<file path="src/rtl/serial_subtractor.sv">
// Bit-serial unsigned subtractor: a - b computed LSB first, one bit per clock.
// diff/borrow are registered and only change when an operation completes.
module serial_subtractor #(
  parameter int WIDTH = 3
) (
  input  logic             clk,
  input  logic             rst,
  input  logic             start,
  input  logic [WIDTH-1:0] a,
  input  logic [WIDTH-1:0] b,
  output logic             busy,
  output logic             done,
  output logic [WIDTH-1:0] diff,
  output logic             borrow,
  output logic [1:0]       dbg_state
);

  localparam int CW = (WIDTH > 2) ? $clog2(WIDTH) : 1;

  typedef enum logic [1:0] {
    IDLE = 2'd0,
    SUB  = 2'd1,
    DONE = 2'd2
  } state_t;

  state_t state, state_nxt;

  logic [WIDTH-1:0] sh_a, sh_b, res;
  logic [CW-1:0]    cnt;
  logic             br;
  logic             d_bit, br_nxt, last_bit;

  assign d_bit    = sh_a[0] ^ sh_b[0] ^ br;
  assign br_nxt   = (~sh_a[0] & sh_b[0]) | (~(sh_a[0] ^ sh_b[0]) & br);
  assign last_bit = (cnt == CW'(WIDTH - 1));

  always_ff @(posedge clk) begin
    if (rst) state <= IDLE;
    else     state <= state_nxt;
  end

  always_comb begin
    state_nxt = state;
    busy      = 1'b0;
    done      = 1'b0;
    case (state)
      IDLE: if (start) state_nxt = SUB;
      SUB: begin
        busy = 1'b1;
        if (last_bit) state_nxt = DONE;
      end
      DONE: begin
        busy      = 1'b1;
        done      = 1'b1;
        state_nxt = IDLE;
      end
      default: state_nxt = IDLE;
    endcase
  end

  assign dbg_state = state;

  // Datapath: the final SUB edge loads diff/borrow directly so they are valid on DONE entry.
  always_ff @(posedge clk) begin
    if (rst) begin
      sh_a   <= '0;
      sh_b   <= '0;
      res    <= '0;
      cnt    <= '0;
      br     <= 1'b0;
      diff   <= '0;
      borrow <= 1'b0;
    end else begin
      case (state)
        IDLE: begin
          if (start) begin
            sh_a <= a;
            sh_b <= b;
            res  <= '0;
            cnt  <= '0;
            br   <= 1'b0;
          end
        end
        SUB: begin
          sh_a <= sh_a >> 1;
          sh_b <= sh_b >> 1;
          res  <= {d_bit, res[WIDTH-1:1]};
          br   <= br_nxt;
          if (!last_bit) cnt <= cnt + CW'(1);
          if (last_bit) begin
            diff   <= {d_bit, res[WIDTH-1:1]};
            borrow <= br_nxt;
          end
        end
        default: ;
      endcase
    end
  end

endmodule

</file>
<file path="config.mk">
export PLATFORM = sky130hd
export DESIGN_NAME = serial_subtractor
export DESIGN_NICKNAME = d
export VERILOG_FILES = /design/src/rtl/serial_subtractor.sv
export SDC_FILE = /design/constraint.sdc
export NUM_CORES = 1
export LEC_CHECK = 0
export CAP_MARGIN = 20
export CELL_PAD_IN_SITES_DETAIL_PLACEMENT = 2
export CELL_PAD_IN_SITES_GLOBAL_PLACEMENT = 2
export CORE_AREA = 4 4 60 62
export CTS_CLUSTER_SIZE = 14
export DETAILED_ROUTE_END_ITERATION = 12
export DIE_AREA = 0 0 64 66
export GPL_TIMING_DRIVEN = 1
export MAX_ROUTING_LAYER = met4
export PLACE_DENSITY_LB_ADDON = 0.1
export SETUP_SLACK_MARGIN = 0.5
export SLEW_MARGIN = 20
export SYNTH_ARGS = -nofsm -noshare
export SYNTH_HDL_FRONTEND = slang
export SYNTH_SLANG_ARGS = --single-unit
</file>
<file path="constraint.sdc">
create_clock -name clk -period 1.75 [get_ports clk]
set_input_delay 0.4375 -clock clk [delete_from_list [all_inputs] [get_ports clk]]
set_output_delay 0.4375 -clock clk [all_outputs]
set_load 0.02 [all_outputs]
</file>
---- Word level (Yosys, flattened, before mapping) ----
Cells that the tools add are included.
W data, S select, Z words.
cells by class
  $add $sub $neg .......................... 1
  eq/ne operators ......................... 6
  mux-type cells .......................... 16
  bitwise logic cells ..................... 7
  reduce and logical (&&, ||, !) cells .... 7
operators by type and width
  operator               count
  $pmux W3 S2            3
  $mux W3                3
  $mux W2                4
  $pmux W2 S2            2
  $ne A2 B2 Y1 const B   3
  $reduce_and A2 Y1      3
  $eq A2 B2 Y1 const B   2
  $mux W1                3
  $reduce_and A3 Y1      1
  $add A2 B1 Y2 const B  1
  $and A1 B1 Y1          2
  $eq A2 B1 Y1 const B   1
  $logic_not A2 Y1       1
  $not A1 Y1             2
  $pmux W1 S2            1
  $reduce_bool A2 Y1     1
  $reduce_or A2 Y1       1
  $xor A1 B1 Y1          2
  $or A1 B1 Y1           1
word-level totals
  flip-flop bits (word level) ............. 18
  output and inout port bits .............. 8
  word-level logic and storage cells ...... 45

---- Longest topological paths before layout ----
Gate-level depths: netlist of the first run.
  depth after elaboration ................. 5
  depth in mapped cells ................... 7
  depth with buffers taken out ............ 5

---- Worst setup path before layout of the first run ----
Ideal clock, no wire load.
  path kind ............................... reg2reg
  start point ............................. reg state[0], in the netlist dbg_state[0]
  end point ............................... reg sh_a[1]
  library setup time ...................... 136 ps
  arrival ................................. 1525 ps
  setup slack ............................. 89 ps
  stages on the path, launching flop included .. 8
  buffers on the path ..................... 2
  period minus slack after synthesis ...... 1661 ps
  path through ............................ dfxtp_1 > inv_1 > ha_1 > buf_6 > mux2_4 > buf_6 > nor2_1 > a211oi_2
on the way
  cells in the longest elaborated chain, start to end .. 3
  elaborated cells on any way between the ends .. 6
ends and longest elaborated chain
  what                                                                        RTL line  text
  from (decl)                                                                 26        state_t state, state_nxt;
  from (signal assigned)                                                      39        else state <= state_nxt;
  $eq A2 B1 Y1 / $logic_not A2 Y1 (equally long branches)                     74        case (state)
  $reduce_bool A2 Y1 (no source line) / $ne A2 B2 Y1 (equally long branches)  n/a
  $reduce_and A2 Y1 (no source line)                                          n/a
  to (signal assigned)                                                        85        sh_a <= sh_a >> 1;
  to (decl)                                                                   28        logic [WIDTH-1:0] sh_a, sh_b, res;
Parallel ways exist; a longest one is shown, timed or not.
A chain may end at the register's enable or synchronous reset.

---- Worst setup path after layout of the first run ----
  start point ............................. reg state[1], in the netlist dbg_state[1]
  end point ............................... reg res[2]
on the way
  cells in the longest elaborated chain, start to end .. 3
  elaborated cells on any way between the ends .. 6
ends and longest elaborated chain
  what                                                                        RTL line  text
  $eq A2 B1 Y1 / $logic_not A2 Y1 (equally long branches)                     74
  $reduce_bool A2 Y1 (no source line) / $ne A2 B2 Y1 (equally long branches)  n/a
  $reduce_and A2 Y1 (no source line)                                          n/a
  to (signal assigned)                                                        87        res <= {d_bit, res[WIDTH-1:1]};
  to (decl)                                                                   28
Parallel ways exist; a longest one is shown, timed or not.

==> impl_metrics.yaml, run 1 <==
yosys:
  post_synth.cell_area_avg_um2: 9.40
  netlist_area_um2: 883
  ys_ff_latch: 17
  ys_seq_area_frac: 0.385
  netlist_instances: 94
  synth.distinct_cells: 26
  ys_warn_count: 0
  syn_nets: 110
drt:
  vias: 828
  drcViolationCount: 0
  drtIter0Drc: 13
  routed_wl_mm: 3.17
  wl_per_cell_um: 18.4
  drt_first_pass_iters: 3
  detail-route-antenna-nets: 0
  post_drt_via_cell_ratio: 4.81
  wl_met2_mm: 1.74
  met1_length_mm: 1.35
  met3_length_um: 79
  top_layer: "met4"
finish:
  antennaDiodeCount: 0
  postLayoutCellArea_um2: 1480
  area_growth_pct: 67.4
  final_layout_size_suffix_gt1_frac: 0.586
  final_util: 0.488
  fillers: 320
  fin_nets: 145
hold_path:
  min_path_type: "flip-flop to flip-flop"
  min_from: "borrow"
  hold_depth: 2
grt:
  grt_pass1_wl_mm: 4.66
  grt_max_degree: 15
  grtUsageTotal: 0.152
  gr-total-overflow: 0
  grt_antenna_before_repair: 0
  first_global_vias: 909
cts:
  clkLatencyLatePin_ns: 0.30
  cts_tree: "done"
  cts_buffers: 3
  path_clk_slew_ns: 0.10
  h-tree-depth: 1
  cts.sink_count: 17
  cts_root_buf: "clkbuf_4"
  cts_max_path_buffers: 2
worst_setup_path:
  cp-end-kind: "flip-flop"
  critPathKind: "flip-flop to flip-flop"
  start_kind: "flip-flop"
  worstPathMaxFanout: 7
  timing.rr.start: "dbg_state[1]"
  cp-startpoint: "dbg_state[1]"
  arrival_ns: 1.72
  cp.required_ns: 1.94
  r2r_cells: 7
die:
  num_rows: 20
  start_util: 0.292
  die_area_um2: 4220
  core_area_um2: 3030
  pin_count: 17
  dieWidth_um: 64
  fp.dieH_um: 66
timing:
  timing.final.crit_period_ns: 1.53
  hold_ws_ns: 0.463
  worst_pin_slew_ns: 0.267
  skew_ns: 0.00710
  rsz0062_at_grt: "true"
  slew_viol_final: 0
  setup_viol_count_final: 0
  tns_ns: 0
  slew_headroom: 0.818
  fmax_mhz: 653
  fin_crit_sh: 0.875
  finalHoldViolCount: 0
power_and_ir_drop:
  p_per_area_nw_per_um2: 765
  peakVddDrop_mv: 0.368
  p_leak_uw: 0.000543
place:
  placed_area_um2: 1120
  gp_congestion: 0.761
  dp_hpwl_mm: 1.79
  io_buffers: 16
run_status:
  outcome: "finished, final reports clean"
job:
  drv_cap: 0
-- layout by cell type, fill, tap and decap left out, types with 3 or more instances in the layout --
cell | netlist | final
buf_4 | 0 | 15
dfxtp_1 | 17 | 11
nand2_1 | 12 | 10
buf_6 | 2 | 9
clkdlybuf4s50_1 | 0 | 7
a21oi_1 | 8 | 6
a211oi_2 | 4 | 5
nor2_4 | 0 | 4
ha_4 | 0 | 4
dfxtp_2 | 0 | 4
mux2i_1 | 5 | 3
clkbuf_4 | 0 | 3
-- what timing repair did --
| action | CTS | global route |
|---|---|---|
| resized for setup | 73 | 19 |
| hold buffers | 0 | 0 |
| endpoints found under the setup margin | 25 | 24 |
| pin swaps | 12 | 6 |
| endpoints found under the hold margin | 0 | 0 |
| gates cloned | 2 | 0 |
| setup buffers | 10 | 3 |
-- layer usage --
| metal | up-vias | track usage |
|---|---|---|
| met2 | 10 | 0.279 |
| met3 | 2 | 0.0408 |
| li1 | 401 | - |
| met1 | 415 | 0.163 |
| met4 | 0 | 0.0323 |
| met5 | - | - |
-- kinds of logic (layout without fill, tap and decap cells) --
family,Yosys count,in the layout,synth area share
flops,17,17,0.385
mux,6,7,0.0737
compound gates,23,23,0.198
simple gates,31,32,0.173
fa+ha+maj,7,7,0.108
buf+inv,10,42,0.0623
-- worst max-delay path: stages, from the launching register on --
cell	delay, ns
dfxtp_4	0.39
inv_4	0.04
buf_4	0.14
buf_6	0.12
ha_4	0.19
mux2_4	0.36
nand3b_1	0.13
a21oi_2	0.05
-- final timing paths --
path                 end  slack (ns)
hold / removal    borrow        0.46
setup / recovery  res[2]        0.22
hold reg to reg   borrow        0.46
setup reg to reg  res[2]        0.22
-- cells in the mapped netlist --
library cell / n / area (um2)
o32ai_1: 2 / 17.5
nand2_1: 12 / 45.0
a21oi_1: 8 / 40.0
nand2b_1: 2 / 12.5
a21o_1: 1 / 7.51
nand3_1: 4 / 20.0
and2b_4: 1 / 10.0
a211oi_2: 4 / 50.1
a211oi_1: 1 / 7.51
mux2i_1: 5 / 50.1
o21ai_0: 1 / 5.00
o41ai_1: 2 / 17.5
nand3b_1: 2 / 15.0
and2b_2: 2 / 17.5
and2_0: 1 / 6.26
clkbuf_1: 1 / 3.75
inv_1: 5 / 18.8
a31oi_1: 2 / 12.5
dfxtp_1: 17 / 340
nor2_1: 7 / 26.3
buf_2: 2 / 10.0
buf_6: 2 / 22.5
ha_1: 6 / 75.1
o311ai_1: 2 / 17.5
fa_1: 1 / 20.0
mux2_4: 1 / 15.0
-- flip-flops by register name (all words and copies together), names as in the netlist --
signal and count:
diff 3, sh_b 3, cnt 2, br 1
res 2, dbg_state 2, borrow 1, sh_a 3
-- cell type report --
| class | count | area [um2] | area share |
|---|---|---|---|
| clock buffer | 4 | 26.3 | 0.0178 |
| sequential | 17 | 353 | 0.239 |
| inverter | 5 | 23.8 | 0.0161 |
| timing repair buffer | 33 | 302 | 0.204 |
| tap | 44 | 55.1 | 0.0372 |
| multi-input combinational | 69 | 719 | 0.486 |
-- power breakdown --
group / leakage [uW] / switching [uW] / total, uW / internal (uW)
clock network: 0.0000150 / 129 / 217 / 88.7
logic: 0.000386 / 235 / 469 / 234
registers: 0.000142 / 28.8 / 445 / 416
-- per-stage QoR --
stage / power [uW] / worst slack [ns] / instances
6_report: 1130 / 0.219 / 172
5_1_grt: 1210 / 0.173 / 172
4_1_cts: 1100 / 0.223 / 169
3_5_place_dp: 739 / -0.0712 / 153
3_3_place_gp: 731 / 0.0685 / 153
2_1_floorplan: 651 / 0.336 / 94
(Power assumes the default switching activity.)
==> inputs of run 2 (changes only) <==
--- a/config.mk
+++ b/config.mk
@@ -8,10 +8,12 @@
 export CAP_MARGIN = 20
 export CELL_PAD_IN_SITES_DETAIL_PLACEMENT = 2
 export CELL_PAD_IN_SITES_GLOBAL_PLACEMENT = 2
-export CORE_AREA = 4 4 60 62
+export CORE_AREA = 4 4 58 60
+export CTS_BUF_LIST = sky130_fd_sc_hd__clkbuf_4 sky130_fd_sc_hd__clkbuf_8
+export CTS_CLUSTER_DIAMETER = 200
 export CTS_CLUSTER_SIZE = 14
 export DETAILED_ROUTE_END_ITERATION = 12
-export DIE_AREA = 0 0 64 66
+export DIE_AREA = 0 0 62 64
 export GPL_TIMING_DRIVEN = 1
 export MAX_ROUTING_LAYER = met4
 export PLACE_DENSITY_LB_ADDON = 0.1
==> run 2 against run 1 <==
Net effect: maximum frequency decreased by 3.3%; largest cell class unchanged; design area increased by 6.3%; register-to-register slack improved by 0.05 ns; non-clock buffer count increased by 10; setup slack got worse by 0.053 ns; final cell count decreased by 1.2%; critical endpoint is now busy.
==> impl_metrics.yaml, run 2 (same netlist as run 1, synthesis figures left out) <==
finish:
  reg.largest.list: "diff: 3 flops, sh_a: 3 flops, sh_b: 3 flops"
  fin_nets: 154
  final_layout_size_suffix_gt1_frac: 0.628
  final_util: 0.537
  area_growth_pct: 78.0
  postLayoutCellArea_um2: 1570
  final_common_cell: "buf_6"
  most-common-layout-cells: "22 x buf_6, 13 x buf_4, 10 x nand2_1, 9 x dfxtp_1, 7 x clkdlybuf4s50_1"
  antennaDiodeCount: 0
grt:
  gr-total-overflow: 0
  grt_antenna_before_repair: 0
  grt_max_degree: 15
  grtUsageTotal: 0.185
  grt_pass1_wl_mm: 5.16
  first_global_vias: 966
power_and_ir_drop:
  p_leak_uw: 0.000611
  p_per_area_nw_per_um2: 797
  peakVddDrop_mv: 0.560
drt:
  drtIter0Drc: 19
  drcViolationCount: 0
  wl_per_cell_um: 22.9
  vias: 884
  post_drt_via_cell_ratio: 5.20
  drt_first_pass_iters: 4
  detail-route-antenna-nets: 0
  routed_wl_mm: 3.90
place:
  placed_area_um2: 1100
  io_buffers: 16
  place_ws_ns: -0.0442
  gp_congestion: 0.656
  dp_hpwl_mm: 1.74
timing:
  setup_viol_count_final: 0
  tns_ns: 0
  finalHoldViolCount: 0
  fmax_mhz: 631
  skew_ns: 0.00122
  slew_headroom: 0.733
  slew_viol_final: 0
  worst_slack_ns: 0.166
  fin_crit_sh: 0.905
  timing.final.crit_period_ns: 1.58
  rsz0062_at_grt: "true"
  worst_pin_slew_ns: 0.401
worst_setup_path:
  critPathKind: "flip-flop to primary output"
  timing.rr.start: "dbg_state[1]"
  start_kind: "flip-flop"
  worstPathMaxFanout: 4
  cp.required_ns: 1.31
  slowest_delay_ns: 0.40
  r2r_slack_ns: 0.27
  cp-startpoint: "dbg_state[0]"
  crit_slowest_cell: "dfxtp_4"
  cp-end-kind: "primary output"
  cp_cell_sequence: "inv_4 > ha_4 > buf_6"
  crit_end: "busy"
  r2r_cells: 6
  arrival_ns: 1.15
  r2r-end: "cnt[1]"
die:
  die_area_um2: 3970
  core_area_um2: 2930
  pin_count: 17
  dieWidth_um: 62
  num_rows: 20
  fp.dieH_um: 64
  start_util: 0.302
job:
  drv_cap: 0
cts:
  cts.sink_count: 17
  path_clk_slew_ns: 0.12
  cts_buffers: 3
  cts_max_path_buffers: 2
  cts_root_buf: "clkbuf_4"
  cts_tree: "done"
  clkLatencyLatePin_ns: 0.33
  h-tree-depth: 1
hold_path:
  min_path_type: "flip-flop to flip-flop"
run_status:
  outcome: "finished, final reports clean"
[run 2: changes by cell type in the layout (fill, tap and decap cells not counted), sizes merged]
cell / before / now
clkinv: 0 / 1
clkbuf: 4 / 3
and2: 2 / 1
dlygate4sd2: 2 / 1
buf: 24 / 35
[run 2: stage by stage]
step | power (uW) | std cells | hold slack (ns)
finish | 1250 | 170 | 0.492
floorplan | 651 | 94 | 0.432
global placement | 724 | 141 | 0.444
global route | 1310 | 170 | 0.518
CTS | 1090 | 160 | 0.474
detailed placement | 734 | 141 | 0.454
[run 2: timing repair]
item | in CTS | in global routing
gates resized for setup | 77 | 32
hold buffers | 0 | 0
setup endpoints to repair | 25 | 25
pin swaps | 7 | 9
setup buffers | 14 | 10
gates cloned | 1 | 0
[run 2: routing by layer]
layer / GRT usage / part of all wire
met3: 0.0263 / 0.031
met4: 0.0557 / 0.020
met5: - / 0
met1: 0.216 / 0.40
met2: 0.317 / 0.55
[run 2: worst min-delay path by stage]
stage / from / to / slack [ns] / cells past startpoint
2_1_floorplan: res[1] / diff[0] / 0.43 / 2
3_3_place_gp: res[1] / res[1] / 0.44 / 2
3_5_place_dp: borrow / borrow / 0.45 / 2
4_1_cts: borrow / borrow / 0.47 / 2
5_1_grt: res[1] / res[1] / 0.52 / 2
6_report: diff[0] / diff[0] / 0.49 / 2
[run 2: layout make-up]
type	count	area (um2)
clock buffers	3	22.5
clock inverters	1	5.00
fillers	283	1360
inverters	5	23.8
multi-input cells	68	701
flip-flops and latches	17	355
well taps	33	41.3
repair buffers	43	424
[run 2: power breakdown]
part	total [uW]	switching [uW]	internal [uW]
clock network	251	164	86.1
registers	448	31.6	416
logic	555	269	286
[run 2: worst max-delay path, delay by kind of cell (launching register included)]
kind                     cells  cell delay (ns)
buffers and inverters        2             0.17
adder cells (fa/ha/maj)      1             0.26
flip-flops                   1             0.40
==> inputs of run 3 (changes only) <==
--- a/config.mk
+++ b/config.mk
@@ -5,7 +5,7 @@
 export SDC_FILE = /design/constraint.sdc
 export NUM_CORES = 1
 export LEC_CHECK = 0
-export CAP_MARGIN = 20
+export CAP_MARGIN = 25
 export CELL_PAD_IN_SITES_DETAIL_PLACEMENT = 2
 export CELL_PAD_IN_SITES_GLOBAL_PLACEMENT = 2
 export CORE_AREA = 4 4 58 60
@@ -17,7 +17,7 @@
 export GPL_TIMING_DRIVEN = 1
 export MAX_ROUTING_LAYER = met4
 export PLACE_DENSITY_LB_ADDON = 0.1
-export SETUP_SLACK_MARGIN = 0.5
+export SETUP_SLACK_MARGIN = 0.02
 export SLEW_MARGIN = 20
 export SYNTH_ARGS = -nofsm -noshare
 export SYNTH_HDL_FRONTEND = slang
==> run 3 against run 2 <==
Net effect: critical path depth up 1; sequential share of layout area up 7.5 points; sequential power down 4%; worst hold slack worse by 0.025 ns; first-iteration DRC count down 26%; largest power group is now registers; routed wire length down 43%; clock-buffer cell count unchanged; combinational power down 49%; global-route usage down 5.6 points; clock power down 12%; non-clock buffer count down 19; core utilization down 15 points.
==> impl_metrics.yaml, run 3 (same netlist as run 1, synthesis figures left out) <==
grt:
  grt_use_met1: 0.156
  gr-total-overflow: 0
  busiest_layer: "met2"
  use_met3: 0.0242
  first_global_vias: 853
  grtUsageTotal: 0.129
  grtUsageMet2: 0.211
  grt_max_degree: 15
  grt_pass1_wl_mm: 3.81
  grt_antenna_before_repair: 0
place:
  io_buffers: 16
  gp_congestion: 0.748
  placed_cells: 146
  dp_hpwl_mm: 1.73
worst_setup_path:
  cp-end-kind: "primary output"
  start_kind: "flip-flop"
  arrival_ns: 1.17
  r2r-end: "sh_a[0]"
  cp-startpoint: "dbg_state[0]"
  cp.required_ns: 1.31
  critPathKind: "flip-flop to primary output"
  timing.rr.start: "dbg_state[0]"
  worstPathMaxFanout: 3
  r2r_slack_ns: 0.23
  r2r_cells: 5
drt:
  wl_per_cell_um: 14.9
  post_drt_via_cell_ratio: 5.19
  routed_wl_mm: 2.23
  drtIter0Drc: 14
  detail-route-antenna-nets: 0
  vias: 778
  drt_first_pass_iters: 4
  drcViolationCount: 0
power_and_ir_drop:
  clock_power_share: 0.237
  switching_share: 0.329
  power.switching_uw: 308
  peakVddDrop_mv: 0.331
  p_leak_uw: 0.000515
  cellInternalPower_uw: 627
  p_per_area_nw_per_um2: 824
  sequentialPowerShare: 0.461
  p_comb_frac: 0.302
timing:
  setup_viol_count_final: 0
  finalHoldViolCount: 0
  tns_ns: 0
  worst_pin_slew_ns: 0.345
  hold_ws_ns: 0.467
  fin_crit_sh: 0.918
  skew_ns: 0.00277
  fmax_mhz: 623
  timing.final.crit_period_ns: 1.61
  slew_headroom: 0.763
  rsz0062_at_grt: "false"
  slew_viol_final: 0
finish:
  reg.largest.list: "diff: 3 flops, sh_a: 3 flops, sh_b: 3 flops"
  final_common_cell: "dfxtp_1"
  most-common-layout-cells: "16 x dfxtp_1, 12 x nand2_1, 8 x a21oi_1, 8 x clkdlybuf4s50_1, 8 x buf_4"
  final_layout_size_suffix_gt1_frac: 0.197
  fin_cells: 150
  antennaDiodeCount: 0
  fin_nets: 134
  area_growth_pct: 28.5
hold_path:
  min_to: "borrow"
  hold_depth: 2
  min_from: "borrow"
  min_path_type: "flip-flop to flip-flop"
die:
  die_area_um2: 3970
  num_rows: 20
  core_area_um2: 2930
  dieWidth_um: 62
  start_util: 0.302
  pin_count: 17
  fp.dieH_um: 64
cts:
  cts_tree: "done"
  post_cts_buffers: 0
  cts_root_buf: "clkbuf_4"
  postCtsHoldBufs: 0
  path_clk_slew_ns: 0.11
  cts_buffers: 3
  cts_max_path_buffers: 2
  cts.sink_count: 17
  clkLatencyLatePin_ns: 0.29
  h-tree-depth: 1
run_status:
  outcome: "finished, final reports clean"
job:
  drv_cap: 0
## run 3: cell types whose count changed in the layout (fill, tap and decap cells not counted), moves of 6 or more
| cell | change |
|---|---|
| a21oi_1 | +6 |
| a21oi_2 | -6 |
| buf_6 | -22 |
| dfxtp_1 | +7 |
## run 3: power groups by stage
stage	combinational, uW	clock, uW	sequential [uW]
after floorplan	190	0	443
after global placement	281	0	439
after detailed placement	292	0	440
after CTS	289	235	431
after global routing	311	250	435
final	282	222	431
## run 3: repair_timing
item                                    4_1_cts  5_1_grt
gates resized for setup                       9        7
pin swaps                                     0        0
endpoints found under the setup margin        4        6
hold endpoints to repair                      0        0
## run 3: worst max path at each step
stage	endpoint	slack [ns]	cells after the start
final	done	0.14	4
after global routing	done	0.07	4
after CTS	busy	0.03	3
after floorplan	sh_a[1]	0.09	7
after global placement	cnt[1]	0.06	4
after detailed placement	cnt[0]	0.02	4
## run 3: worst max-delay path, cell delays in order, from the launching register on
cell,delay [ns]
dfxtp_2,0.34
inv_1,0.06
buf_4,0.14
ha_1,0.18
buf_2,0.15
## run 3: area by class of cell
cell class                      count  area (um2)
Fill cell                         339        1790
Multi-Input combinational cell     67         488
Tap cell                           33        41.3
Sequential cell                    17         342
Timing Repair Buffer               24         218
Clock inverter                      1        5.00
Clock buffer                        3        22.5
Inverter                            5        18.8
## run 3: per-stage QoR
stage | worst slack, ns | total power, uW | util | area, um2
global route | 0.0657 | 996 | 0.388 | 1130
finish | 0.144 | 935 | 0.388 | 1130
global placement | 0.0643 | 720 | 0.379 | 1110
floorplan | 0.0893 | 633 | - | 883
detailed placement | 0.0240 | 731 | 0.379 | 1110
CTS | 0.0306 | 954 | 0.386 | 1130
## run 3: routing by layer
metal | vias up | wire length (um)
met5 | - | 0
met4 | 0 | 15
met3 | 2 | 74
met2 | 9 | 1160
met1 | 389 | 985
li1 | 378 | -
